**src/rtl/mdr_cmd_sequencer.sv**
```systemverilog
// mdr_cmd_sequencer
// Initiator-side controller for the multiply/divide/root (MDR) handshake.
// It takes one request (op, X, Y), starts the MDR, feeds operands when the
// MDR prompts for them, waits for completion, then presents result,
// remainder and error on a valid/ready response port. Only one operation
// is in flight at a time.
//
// Optional build macro: MDR_SEQ_TIMEOUT_EN enables a watchdog that ends a
// stalled operation after TIMEOUT_CYCLES wait cycles with rsp_timeout=1.
// Without it rsp_timeout is tied low and the sequencer waits indefinitely.
//
// Ports
//   clk, rst         clock (rising edge), synchronous active-high reset
//   req_*            request port: valid/ready, op (00 MUL, 01 DIV,
//                    10 SQRT, 11 reserved), operands x and y
//   rsp_*            response port: valid/ready, result, remainder,
//                    error, timeout
//   mdr_op/data      op code and operand bus towards the MDR
//   mdr_start/load   one-cycle start pulse / operand strobe
//   mdr_load_x/y     MDR prompts for operand X / Y
//   mdr_error/ready  MDR error flag / idle-done level
//   mdr_result/remainder  MDR outputs, captured on completion
module mdr_cmd_sequencer #(
    parameter int DW             = 16,
    parameter int TIMEOUT_CYCLES = 1024
) (
    input  logic          clk,
    input  logic          rst,
    input  logic          req_valid,
    output logic          req_ready,
    input  logic [1:0]    req_op,
    input  logic [DW-1:0] req_x,
    input  logic [DW-1:0] req_y,
    output logic          rsp_valid,
    input  logic          rsp_ready,
    output logic [DW-1:0] rsp_result,
    output logic [DW-1:0] rsp_remainder,
    output logic          rsp_error,
    output logic          rsp_timeout,
    output logic [1:0]    mdr_op,
    output logic [DW-1:0] mdr_data,
    output logic          mdr_start,
    output logic          mdr_load,
    input  logic          mdr_load_x,
    input  logic          mdr_load_y,
    input  logic          mdr_error,
    input  logic          mdr_ready,
    input  logic [DW-1:0] mdr_result,
    input  logic [DW-1:0] mdr_remainder
);

    localparam logic [1:0] OP_SQRT = 2'b10;
    localparam logic [1:0] OP_RSV  = 2'b11;

    typedef enum logic [2:0] {
        IDLE, START, WAIT_X, LOAD_X, WAIT_Y, LOAD_Y, WAIT_DONE, RESP
    } state_t;

    state_t        state, state_n;
    logic [1:0]    op_q;
    logic [DW-1:0] x_q, y_q;
    logic          err_sticky;
    logic          busy_seen;
    logic          accept;
    logic          in_wait;
    logic          done_hit;
    logic          tmo_hit;

    assign accept   = (state == IDLE) && req_valid && req_ready;
    assign in_wait  = (state == WAIT_X) || (state == WAIT_Y) || (state == WAIT_DONE);
    // A ready level is only trusted once the MDR has been seen busy, so a
    // stale ready right after start never counts as completion. Completion
    // seen while still waiting for an operand means the MDR aborted.
    assign done_hit = in_wait && busy_seen && mdr_ready;

`ifdef MDR_SEQ_TIMEOUT_EN
    localparam int CW = $clog2(TIMEOUT_CYCLES + 1);
    logic [CW-1:0] wd_cnt;

    assign tmo_hit = in_wait && !done_hit && (wd_cnt >= CW'(TIMEOUT_CYCLES - 1));

    always_ff @(posedge clk) begin
        if (rst || state == START) begin
            wd_cnt <= '0;
        end else if (in_wait) begin
            wd_cnt <= wd_cnt + CW'(1);
        end
    end

    always_ff @(posedge clk) begin
        if (rst) begin
            rsp_timeout <= 1'b0;
        end else if (accept || done_hit) begin
            rsp_timeout <= 1'b0;
        end else if (tmo_hit) begin
            rsp_timeout <= 1'b1;
        end
    end
`else
    logic unused_tmo_cfg;
    assign unused_tmo_cfg = (TIMEOUT_CYCLES > 0);
    assign tmo_hit        = 1'b0;
    assign rsp_timeout    = 1'b0;
`endif

    always_ff @(posedge clk) begin
        if (rst) begin
            state <= IDLE;
        end else begin
            state <= state_n;
        end
    end

    always_comb begin
        state_n = state;
        case (state)
            IDLE: begin
                if (accept) begin
                    state_n = (req_op == OP_RSV) ? RESP : START;
                end
            end
            START: state_n = WAIT_X;
            WAIT_X: begin
                if (done_hit || tmo_hit) begin
                    state_n = RESP;
                end else if (mdr_load_x) begin
                    state_n = LOAD_X;
                end
            end
            LOAD_X: state_n = (op_q == OP_SQRT) ? WAIT_DONE : WAIT_Y;
            WAIT_Y: begin
                if (done_hit || tmo_hit) begin
                    state_n = RESP;
                end else if (mdr_load_y) begin
                    state_n = LOAD_Y;
                end
            end
            LOAD_Y: state_n = WAIT_DONE;
            WAIT_DONE: begin
                if (done_hit || tmo_hit) begin
                    state_n = RESP;
                end
            end
            RESP: begin
                if (rsp_ready) begin
                    state_n = IDLE;
                end
            end
            default: state_n = IDLE;
        endcase
    end

    // Operand latches carry no reset; they are only read after an accept.
    always_ff @(posedge clk) begin
        if (accept) begin
            op_q <= req_op;
            x_q  <= req_x;
            y_q  <= req_y;
        end
    end

    // Outputs are registered from the next state so each strobe lines up
    // with the cycle spent in its state.
    always_ff @(posedge clk) begin
        if (rst) begin
            req_ready     <= 1'b0;
            rsp_valid     <= 1'b0;
            rsp_result    <= '0;
            rsp_remainder <= '0;
            rsp_error     <= 1'b0;
            mdr_op        <= '0;
            mdr_data      <= '0;
            mdr_start     <= 1'b0;
            mdr_load      <= 1'b0;
            err_sticky    <= 1'b0;
            busy_seen     <= 1'b0;
        end else begin
            req_ready <= (state_n == IDLE) && mdr_ready;
            rsp_valid <= (state_n == RESP);
            mdr_start <= (state_n == START);
            mdr_load  <= (state_n == LOAD_X) || (state_n == LOAD_Y);

            if (state_n == LOAD_X) begin
                mdr_data <= x_q;
            end else if (state_n == LOAD_Y) begin
                mdr_data <= y_q;
            end

            if (accept) begin
                err_sticky <= 1'b0;
                busy_seen  <= 1'b0;
                if (req_op != OP_RSV) begin
                    mdr_op <= req_op;
                end
            end else begin
                if (state != IDLE && state != RESP) begin
                    err_sticky <= err_sticky | mdr_error;
                end
                if (state != IDLE && state != START && state != RESP && !mdr_ready) begin
                    busy_seen <= 1'b1;
                end
            end

            if (accept && req_op == OP_RSV) begin
                rsp_result    <= '0;
                rsp_remainder <= '0;
                rsp_error     <= 1'b1;
            end else if (done_hit) begin
                rsp_result    <= mdr_result;
                rsp_remainder <= mdr_remainder;
                rsp_error     <= err_sticky | mdr_error;
            end else if (tmo_hit) begin
                rsp_result    <= '0;
                rsp_remainder <= '0;
                rsp_error     <= 1'b1;
            end
        end
    end

endmodule

```
**config.mk**
```make
export PLATFORM = sky130hd
export DESIGN_NAME = mdr_cmd_sequencer
export DESIGN_NICKNAME = d
export VERILOG_FILES = /design/src/rtl/mdr_cmd_sequencer.sv
export SDC_FILE = /design/constraint.sdc
export NUM_CORES = 1
export LEC_CHECK = 0
export ABC_AREA = 0
export BUFFER_PORTS_ARGS = -buffer_cell sky130_fd_sc_hd__buf_2
export CAP_MARGIN = 20
export CORE_ASPECT_RATIO = 0.9
export CORE_UTILIZATION = 50
export CTS_CLUSTER_DIAMETER = 40
export DETAILED_ROUTE_END_ITERATION = 8
export PLACE_DENSITY = 0.88
export SLEW_MARGIN = 20
export SYNTH_ARGS = -nofsm -noshare
export SYNTH_HDL_FRONTEND = slang
export SYNTH_SLANG_ARGS = --single-unit
export TNS_END_PERCENT = 30
```
**constraint.sdc**
```tcl
create_clock -name clk -period 6.1 [get_ports clk]
set_input_delay 1.22 -clock clk [delete_from_list [all_inputs] [get_ports clk]]
set_output_delay 1.22 -clock clk [all_outputs]
set_load 0.005 [all_outputs]
```
==> reports/metrics.yaml <==
power_and_ir_drop:
  ir_drop_uv: 234
  p_per_area_mw_per_mm2: 372
  cellLeakagePower_nw: 1.81
place:
  dpl.hpwl_um: 5710
  numPortBuffers: 128
  pre_cts_ws_ps: 3010
  gp_congestion: 0.822
timing:
  finalHoldViolCount: 0
  skew_ps: 15.3
  worstMarginPinSlew_ps: 1010
  setup_viol: 0
  period_share_pct: 44.2
  setup-tns-final_ps: 0
  fin_crit_ps: 2700
  rsz0062_at_grt: "no"
  slew_viol_final: 0
  fmax_mhz: 371
  relSlewSlack_pct: 32.5
  setup_slack_ps: 3400
route:
  avgViaCountPerCell: 5.19
  wl_met1_um: 3230
  drt_iter0_markers: 197
  wl_per_cell_um: 14.8
  drt_wl_total_um: 8050
  drt-pass1-iter-count: 4
  ant_nets: 0
  wl_met2_um: 4200
  drc: 0
  via_count: 2826
  top_layer: "met4"
  wl_met3_um: 408
flow_run:
  drv_cap: 0
worst_hold_path:
  worstHoldPathType: "register to register"
critical_path:
  cp-start-kind: "input port"
  crit_fanout: 33
  critPathKind: "input port to register"
  cp-end-kind: "register"
  worstPathRequired_ps: 6320
  worstPathArrival_ps: 2910
synthesis:
  synth_edf_count: 34
  synthesis.area_sq_mm: 0.00360
  avgSynthCellArea_sq_um: 11.0
  ys.warnings.count: 0
  synth_fp_nets: 402
  synth.distinct_cells: 47
  async_flop_share_pct: 0
  yosys.area.top_type_share_pct: 33.4
  ys.flop_type: "dfxtp_1"
  synth_area_leader_cell: "dfxtp_1"
  synth.area.top_cells: "dfxtp_1 (33%), edfxtp_1 (28%), nand2_1 (7.1%)"
  syn_inst: 328
  synth.most_common_cell: "nand2_1"
  synth_seq_area_share_pct: 61.7
  synth_common_cells: "nand2_1 (68), dfxtp_1 (60), a21oi_1 (36)"
  synth-seq-cells: 94
cts:
  cts.sinks: 94
  clk_latency_ps: 360
  cts_root_buf: "clkbuf_8"
  cts_hold_buf: 0
  ctsResizeCount: 0
  clk_pin_slew_worst_paths_ps: 90
  postCtsSetupBuffers: 0
  clk_path_buf_depth: 2
  cts_tree: "yes"
  h-tree-depth: 3
  numCtsBuffers: 9
floorplanning:
  core_area_sq_mm: 0.00676
  num_rows: 28
  die_height_um: 82.5
  chipWidth_um: 91.4
  die_area_sq_mm: 0.00754
  ios: 130
  start_util_pct: 53.2
layout:
  regArea_sq_mm: 0.00222
  nets: 523
  drive_above_1_share_pct: 38.1
  multi_input_area_sq_mm: 0.00125
  n_antenna_cell: 0
  syn2layout_area_growth_pct: 23.4
  fill_cells: 524
grt:
  antenna_found_initial: 0
  grt_pass1_vias: 2646
  grt_max_degree: 37
  grt_first_pass_wirelength_um: 12300
  grt_overflow: 0
  grt_usage_pct: 21.6
status:
  status: "completed"
[cell usage in the layout (no fill, tap or decap), types with 4 or more instances in the layout]
cell / count
a21oi_1: 36
buf_2: 128
clkbuf_1: 5
clkbuf_8: 10
dfxtp_1: 60
edfxtp_1: 34
nand2_1: 68
nand2b_1: 4
nor2_1: 15
nor2_4: 10
nor3_1: 11
nor3_2: 10
o22ai_1: 14
[worst max-delay path: stages]
cell     delay, ps
buf_2          140
nand2_4        110
or3_1          780
or3_1          480
o21ai_1         90
a21oi_1         90
[per-stage QoR]
stage          cells  power [mW]  utilization, %  hold slack, ps  cell area [sq um]
2_1_floorplan    328        1.14               -             453               3600
3_3_place_gp     527        1.23            62.5             439               4230
3_5_place_dp     527        1.26            62.5             444               4230
4_1_cts          543        1.65            65.3             456               4410
5_1_grt          544        1.74            65.7             471               4440
6_report         544        1.65            65.7             454               4440
[where the power goes]
group | leakage [nW] | switching (mW) | internal, mW | total (mW)
Sequential | 0.793 | 0.0749 | 0.755 | 0.830
Combinational | 0.927 | 0.254 | 0.169 | 0.423
Clock | 0.0919 | 0.195 | 0.202 | 0.398
[logic make-up (layout without fill, tap and decap cells)]
logic type	after synthesis	after routing	synth area share (%)
other	1	1	0.104
flip-flops	94	94	61.7
buffers and inverters	22	148	4.07
AND/OR/NAND/NOR	140	140	21.2
AO/OA/AOI/OAI	71	71	12.9
[metal layers]
layer	GRT usage, %	vias to the layer above
li1	-	1393
met1	24.9	1323
met2	38.0	92
met3	5.68	18
met4	11.0	0
met5	0	-
[registers in the layout, indices dropped and copies added, names as in the netlist, 2 cells and up]
name and flops:
mdr_data 16, state 3, y_q 16, op_q 2
rsp_remainder 16, mdr_op 2, rsp_result 16, x_q 16
[cell type report]
type | instances | share of cell area [%]
timing repair buffer | 130 | 14.9
inverter | 2 | 0.169
clock inverter | 1 | 0.676
clock buffer | 15 | 3.52
tap | 90 | 2.54
sequential | 94 | 50.0
multi-input combinational | 212 | 28.1
[worst paths after layout]
path / start / to / slack, ps / cells after the start
max: mdr_ready / rsp_error$_SDFFE_PP0P_ / 3400 / 6
min: rsp_remainder[0]$_SDFFE_PP0N_ / rsp_remainder[0]$_SDFFE_PP0N_ / 450 / 2
max reg2reg: state[2]$_SDFF_PP0_ / rsp_error$_SDFFE_PP0P_ / 3740 / 5
min reg2reg: rsp_remainder[0]$_SDFFE_PP0N_ / rsp_remainder[0]$_SDFFE_PP0N_ / 450 / 2
No activity file was read; power rests on OpenSTA's default activity.
